$ cat src/rtl/sv_seq.sv
// Micro-program sequencer feeding the signature execution unit.
// Loads a program RAM, then fetches and decodes it, issuing EXEC payloads
// with a single-cycle strobe and holding each word until the unit is idle.
module sv_seq #(
  parameter int PROG_DEPTH = 256,
  parameter int ADDR_W     = 8
) (
  input  logic              clk,
  input  logic              areset,
  input  logic              prog_we_i,
  input  logic [ADDR_W-1:0] prog_addr_i,
  input  logic [17:0]       prog_data_i,
  input  logic              start_i,
  input  logic [ADDR_W-1:0] start_addr_i,
  output logic              ex_v_o,
  output logic [14:0]       ex_i_o,
  input  logic              ex_ready_i,
  input  logic              ex_comp_i,
  output logic              busy_o,
  output logic              done_o,
  output logic              err_o,
  output logic [ADDR_W-1:0] pc_o,
  input  logic              abort_i
);

  typedef enum logic [2:0] {
    IDLE, FETCH, DECODE, ISSUE, SETTLE, WAIT_EX, DONE
  } state_t;

  localparam logic [2:0] OP_EXEC   = 3'd0;
  localparam logic [2:0] OP_JMP    = 3'd1;
  localparam logic [2:0] OP_BRZ    = 3'd2;
  localparam logic [2:0] OP_BRNZ   = 3'd3;
  localparam logic [2:0] OP_SETCNT = 3'd4;
  localparam logic [2:0] OP_LOOP   = 3'd5;
  localparam logic [2:0] OP_HALT   = 3'd6;
  localparam logic [2:0] OP_ILL    = 3'd7;

  // Depth widened by one bit so targets can be range-checked for
  // non-power-of-two depths; the last legal PC stops the increment.
  localparam logic [ADDR_W:0]   DEPTH_X = (ADDR_W+1)'(PROG_DEPTH);
  localparam logic [ADDR_W-1:0] LAST_PC = ADDR_W'(PROG_DEPTH - 1);

  logic [17:0]       prog_mem [PROG_DEPTH];
  logic [17:0]       ir;

  state_t            state, state_d;
  logic [ADDR_W-1:0] pc, pc_d;
  logic [14:0]       cnt, cnt_d;
  logic [14:0]       ex_i_d;
  logic              ex_v_d;
  logic              err_d;
  logic              abort_pend, abort_pend_d;
  logic              do_jump, do_advance;

  logic [2:0]        opcode;
  logic [14:0]       payload;
  logic [ADDR_W-1:0] target;
  logic              target_bad;
  logic              pc_at_end;
  logic [14:0]       cnt_dec;

  assign opcode     = ir[17:15];
  assign payload    = ir[14:0];
  assign target     = payload[ADDR_W-1:0];
  assign target_bad = {1'b0, target} >= DEPTH_X;
  assign pc_at_end  = (pc == LAST_PC);
  assign cnt_dec    = cnt - 15'd1;

  assign busy_o = (state != IDLE);
  assign done_o = (state == DONE);
  assign pc_o   = pc;

  // Program RAM: writes only while idle, synchronous read of the PC in FETCH.
  always_ff @(posedge clk) begin
    if (prog_we_i && state == IDLE) begin
      prog_mem[prog_addr_i] <= prog_data_i;
    end
    if (state == FETCH) begin
      ir <= prog_mem[pc];
    end
  end

  // State and architectural registers, cleared by the asynchronous reset.
  always_ff @(posedge clk or negedge areset) begin
    if (!areset) begin
      state      <= IDLE;
      pc         <= '0;
      cnt        <= '0;
      ex_i_o     <= '0;
      ex_v_o     <= 1'b0;
      err_o      <= 1'b0;
      abort_pend <= 1'b0;
    end else begin
      state      <= state_d;
      pc         <= pc_d;
      cnt        <= cnt_d;
      ex_i_o     <= ex_i_d;
      ex_v_o     <= ex_v_d;
      err_o      <= err_d;
      abort_pend <= abort_pend_d;
    end
  end

  // Next-state logic: decode, issue handshake, abort handling, PC update.
  always_comb begin
    state_d      = state;
    pc_d         = pc;
    cnt_d        = cnt;
    ex_i_d       = ex_i_o;
    ex_v_d       = 1'b0;
    err_d        = err_o;
    abort_pend_d = abort_pend;
    do_jump      = 1'b0;
    do_advance   = 1'b0;

    case (state)
      IDLE: begin
        if (start_i) begin
          pc_d         = start_addr_i;
          err_d        = 1'b0;
          abort_pend_d = 1'b0;
          state_d      = FETCH;
        end
      end
      FETCH: begin
        state_d = abort_i ? DONE : DECODE;
      end
      DECODE: begin
        if (abort_i) begin
          state_d = DONE;
        end else begin
          case (opcode)
            OP_EXEC: begin
              ex_i_d  = payload;
              state_d = ISSUE;
            end
            OP_JMP:  do_jump = 1'b1;
            OP_BRZ: begin
              if (!ex_comp_i) do_jump = 1'b1;
              else            do_advance = 1'b1;
            end
            OP_BRNZ: begin
              if (ex_comp_i) do_jump = 1'b1;
              else           do_advance = 1'b1;
            end
            OP_SETCNT: begin
              cnt_d      = payload;
              do_advance = 1'b1;
            end
            OP_LOOP: begin
              cnt_d = cnt_dec;
              if (cnt_dec != 15'd0) do_jump = 1'b1;
              else                  do_advance = 1'b1;
            end
            OP_HALT: state_d = DONE;
            OP_ILL: begin
              err_d   = 1'b1;
              state_d = DONE;
            end
            default: begin
              err_d   = 1'b1;
              state_d = DONE;
            end
          endcase
        end
      end
      ISSUE: begin
        if (abort_i) begin
          state_d = DONE;
        end else if (ex_ready_i) begin
          ex_v_d  = 1'b1;
          state_d = SETTLE;
        end
      end
      SETTLE: begin
        if (abort_i) abort_pend_d = 1'b1;
        state_d = WAIT_EX;
      end
      WAIT_EX: begin
        if (abort_i) abort_pend_d = 1'b1;
        if (ex_ready_i) begin
          if (abort_pend || abort_i) state_d = DONE;
          else                       do_advance = 1'b1;
        end
      end
      DONE: begin
        abort_pend_d = 1'b0;
        state_d      = IDLE;
      end
      default: state_d = IDLE;
    endcase

    if (do_jump) begin
      if (target_bad) begin
        err_d   = 1'b1;
        state_d = DONE;
      end else begin
        pc_d    = target;
        state_d = FETCH;
      end
    end

    if (do_advance) begin
      if (pc_at_end) begin
        err_d   = 1'b1;
        state_d = DONE;
      end else begin
        pc_d    = pc + 1'b1;
        state_d = FETCH;
      end
    end
  end

endmodule

$ cat config.mk
export PLATFORM = sky130hd
export DESIGN_NAME = sv_seq
export DESIGN_NICKNAME = d
export VERILOG_FILES = /design/src/rtl/sv_seq.sv
export SDC_FILE = /design/constraint.sdc
export NUM_CORES = 2
export LEC_CHECK = 0
export CORE_MARGIN = 2
export CORE_UTILIZATION = 45
export CTS_CLUSTER_DIAMETER = 150
export DETAILED_ROUTE_END_ITERATION = 8
export PLACE_DENSITY = 0.65
export SLEW_MARGIN = 20
export SYNTH_ARGS = -nofsm -noshare
export SYNTH_HDL_FRONTEND = slang
export SYNTH_MEMORY_MAX_BITS = 65536
export SYNTH_SLANG_ARGS = --single-unit
$ cat constraint.sdc
create_clock -name clk -period 3.75 [get_ports clk]
set_input_delay 0.375 -clock clk [delete_from_list [all_inputs] [get_ports clk]]
set_output_delay 0.375 -clock clk [all_outputs]
set_load 0.02 [all_outputs]
Word-level counts from Yosys, hierarchy flattened:

Memory sizes are Yosys's and may differ from the RTL's. A register that Yosys moved wholly into a read port is not among the register bits.
Index checks and enable logic that the tools add are counted.

* add/subtract/negate cells: 2
* equality and inequality tests: 21
* multiplexer cells: 44
* bitwise gates (word level): 1
* reduce and logical (&&, ||, !) cells: 14

Operators by type and width (count)
* $mux W8: 5
* $mux W3: 10
* $pmux W15 S2: 1
* $eq A3 B3 Y1 const B: 7
* $mux W1: 21
* $pmux W3 S6: 1
* $reduce_bool A15 Y1: 1
* $sub A15 B1 Y15 const B: 1
* $eq A3 B2 Y1 const B: 4
* $ne A4 B4 Y1 const B: 3
* $reduce_and A3 Y1: 3
* $add A8 B1 Y8 const B: 1
* $eq A8 B8 Y1 const B: 1
* $pmux W1 S4: 2
* $eq A3 B1 Y1 const B: 2
* $logic_not A3 Y1: 2
* $ne A6 B5 Y1 const B: 1
* $pmux W3 S2: 1
* $reduce_bool A3 Y1: 2
* $ne A5 B5 Y1 const B: 1
* $reduce_and A5 Y1: 1
* $pmux W1 S2: 2
* $reduce_or A2 Y1: 2
* $pmux W1 S3: 1
* 6 further kinds: 6

* flip-flop bits (word level): 44
* bits in writable memories: 4608
* input port bits: 41
* output and inout bits: 27
* logic and storage cells: 90
* memories kept: 1

Memory list
* prog_mem: depth 256, bits a word 18, rd ports 1, clocked after Yosys merged registers in 1, write ports 1, line 44 `logic [17:0] prog_mem [PROG_DEPTH];`

Logic depth before layout (Yosys ltp):

* word-level depth: 9
* depth in mapped cells: 14
* gate-level depth less buffers: 10

Worst setup path after synthesis:

No wires, ideal clock.

* path kind: register to register
* start: register pc[0], in the netlist pc_o[0]
* end: register ir[3], read port of prog_mem (data pin)
* setup time: 0.270 ns
* data arrival time: 3.128 ns
* required time: 3.480 ns
* path slack: 0.353 ns
* cell stages (with the launch flop): 12
* path buffers: 6
* period minus slack after synthesis: 3.397 ns
* cells stage by stage: dfrtp_1 buf_2 buf_4 buf_4 buf_2 buf_2 buf_4 mux4_2 a221oi_1 o22ai_1 o41ai_1 a21oi_1

RTL lines
* start: declaration: line 48 `logic [ADDR_W-1:0] pc, pc_d;`
* start signal: assignment: line 96 `pc <= pc_d;`
* end: declaration: line 45 `logic [17:0] ir;`

==> flow_summary.ini <==
[cts]
h-tree-depth = 5
cts.sinks = 4670
clk_latency_ns = 1.00
root_buffer = clkbuf_16
cts_tree = done
cts_buffers = 460
clock_tree.buffer_depth = 4
clkTransAtPathRegs_ns = 0.06

[synthesis]
synth-main-ff-cell = edfxtp_1
synthArstFlopShare_pct = 0.942
synthesis.nets = 7517
synth_top_family_by_area = multiplexers
ys_seq_area_share_pct = 78.2
synth_largest_area_cell = edfxtp_1
ys_seq_elements = 4670
synth_xor_area_share_pct = 0.0587
synth_mux_area_share_pct = 17.7
synth-compound-area-share_pct = 1.58
synth_top_cell_area_share_pct = 77.6
avgSynthCellArea_um2 = 23.9
synth_area_leaders = edfxtp_1 78%, mux4_2 17%, nor2_1 0.64%
synth_enable_flop_cells = 4626
yosys.area_share.simple_pct = 1.28
synth_cells = 7473
synth-adder-area-share_pct = 0.0210
synthDistinctLibCells = 71
synth_area_mm2 = 0.179
yosys_warnings = 0

[setup_path]
critPathTopFamily = compound AO/OA/AOI/OAI gates
crit_path_frequent_cell = buf_12
reg2reg_depth = 9
r2r-end = ir[6]
r2r_slack_ns = -0.10
critPathCaptureType = flip-flop
cp-startpoint = pc_o[2]
r2r_start = pc_o[2]
worstSetupPathType = flip-flop to flip-flop
cp.arrival_ns = 4.70
timing.critical_path.fanout_max = 27
crit_chain = buf_12 > nor2_4 > buf_12 > buf_4 > a221oi_2 > o22ai_2 > a221oi_1 > o211ai_1 > o211a_1
start_kind = flip-flop
required_ns = 4.60
slowest_delay_ns = 0.90
slowest_stage = o211ai_1
timing.critical_path.buf_inv = 3

[timing]
fin_ws_ns = -0.104
grt_setup_unrepaired = true
period_needed_ns = 3.85
hold_violations = 0
finClkSkew_ns = 0.0547
finalSetupViolCount = 2
fin_crit_sh_pct = 103
final-max-slew-violation-count = 0
slew_headroom_pct = 19.1
worst_pin_slew_ns = 1.21
setup-tns-final_ns = -0.110
fmax_ghz = 0.259

[place]
gp_congestion = 0.845
placed_cell_area_mm2 = 0.192
portBuffers = 67
dp.final_hpwl_um = 283000
place_ws_ns = -0.517

[routing]
dr_total_vias = 87000
firstDrtPassIters = 5
vias_per_cell = 6.21
drc = 0
drt_iter0_markers = 12800
wl_um = 486000
ant_nets = 0
post_drt_wl_per_cell_um = 34.7

[die]
initial_core_util_pct = 45.2
die_w_um = 635
dieArea_mm2 = 0.403
ios = 68
dieHeight_um = 635
core_area_mm2 = 0.396
rows = 231

[outcome]
violations = negative setup slack
status = finished, violations left

[finish]
fin_util_pct = 52.5
nets = 8407
drive_gt1_share_pct = 36.3
final_cell_area_mm2 = 0.208
syn2layout_area_growth_pct = 16.2
n_fill_cell = 29700

[grt]
grt_pass1_wl_um = 673000
grt.total_usage_pct = 23.8
grt_pass1_vias = 86800
grt_max_degree = 156
grt-ovfl-total = 0
antenna_found_initial = 30

[min_path]
worstHoldStart = prog_data_i[4]
hold_path_class = primary input to flip-flop
min_path_cells = 1
hold_end = prog_mem[143][4]

[power]
p_leak_uw = 0.0649
pwr_density_cell_mw_per_mm2 = 723
ir_drop_v = 0.000588

[job]
cap_violations = 0
==> logic make-up after synthesis <==
family          Yosys count
simple gates            515
flops                  4670
xor+xnor                 12
mux                    1438
compound gates          400
fa+ha+maj                 3
buf+inv                 435
==> layout make-up <==
cell class	instances	area (um2)	share of cell area [%]
clock buffers	579	12200	5.87
multi-input cells	2368	37900	18.2
repair buffers	855	8790	4.23
flip-flops and latches	4670	140000	67.4
clock inverters	268	2330	1.12
inverters	8	30.0	0.0144
well taps	5242	6560	3.16
diodes	9	22.5	0.0108
==> worst max-delay path by stage <==
stage               endpoint  slack (ns)  depth (start not counted)
floorplan              ir[3]        0.35                         11
global placement       ir[5]       -0.50                          9
detailed placement     ir[5]       -0.52                          9
CTS                    ir[6]       0.004                         11
global route           ir[6]       -0.03                         11
finish                 ir[6]       -0.10                          9
==> cell usage in the layout (no fill, tap or decap), types with 23 or more instances in the layout <==
cell	instances
a22oi_1	121
nand3_1	24
a221oi_1	34
clkinv_2	86
clkbuf_1	105
edfxtp_1	4626
a21oi_1	81
nand2_1	64
mux2_2	23
clkdlybuf4s50_1	48
mux4_2	1376
buf_4	626
nor2_2	257
buf_12	120
dfrtp_1	37
clkinv_1	110
bufinv_16	35
a22o_1	33
mux2i_1	37
clkbuf_16	475
nor2_1	45
==> Yosys cell counts (all sizes together) (4+ instances only) <==
cell type,n
mux2i,37
and3,4
clkbuf,218
a211oi,15
a2111oi,4
nor2b,21
nand2,77
nand2b,6
xnor2,8
a22oi,139
inv,8
dfrtp,44
a22o,33
nand4,5
a21oi,90
mux2,25
o211ai,4
o31ai,4
mux4,1376
or2,6
o21ai,25
o221ai,4
nor3b,6
o22ai,21
or3,5
a31oi,4
xor2,4
or4,9
and2,14
edfxtp,4626
a221oi,40
nand3,28
buf,209
nor3,18
nor2,305
==> flip-flops by register name, indices dropped and copies added, names as in the netlist <==
signal      count
err_o           1
ex_i_o         15
state           3
abort_pend      1
ex_v_o          1
prog_mem     4608
pc_o            8
cnt            15
ir             18
==> power by group <==
group	total (uW)	internal (uW)	leakage, uW	switching [uW]
Clock	44800	25400	0.00710	19400
Sequential	58800	57800	0.0421	1000
Combinational	46700	21800	0.0157	24800
==> per-layer routing <==
metal  vias to the layer above  routed length [um]  track usage [%]
li1                      34100                   -                -
met1                     47000              183000             32.9
met2                      5077              231000             37.8
met3                       797               53300             5.36
met4                         2               18500             8.00
met5                         -                  13                0
==> timing repair <==
action	CTS	global route
hold buffers	4	4
endpoints found under the setup margin	14	15
hold endpoints to repair	109	134
resized for setup	35	33
pin swaps	4	7
buffers inserted	11	24
gates cloned	3	6
==> per-stage QoR <==
stage                     hold WS, ns  power (uW)  std cells
after detailed placement        0.179      105000      13100
after floorplan                0.0794       85600       7473
final                          0.0355      150000      14000
after global routing           0.0374      154000      14000
after global placement          0.179      105000      13100
after CTS                     0.00778      150000      14000
(Power assumes the default switching activity.)
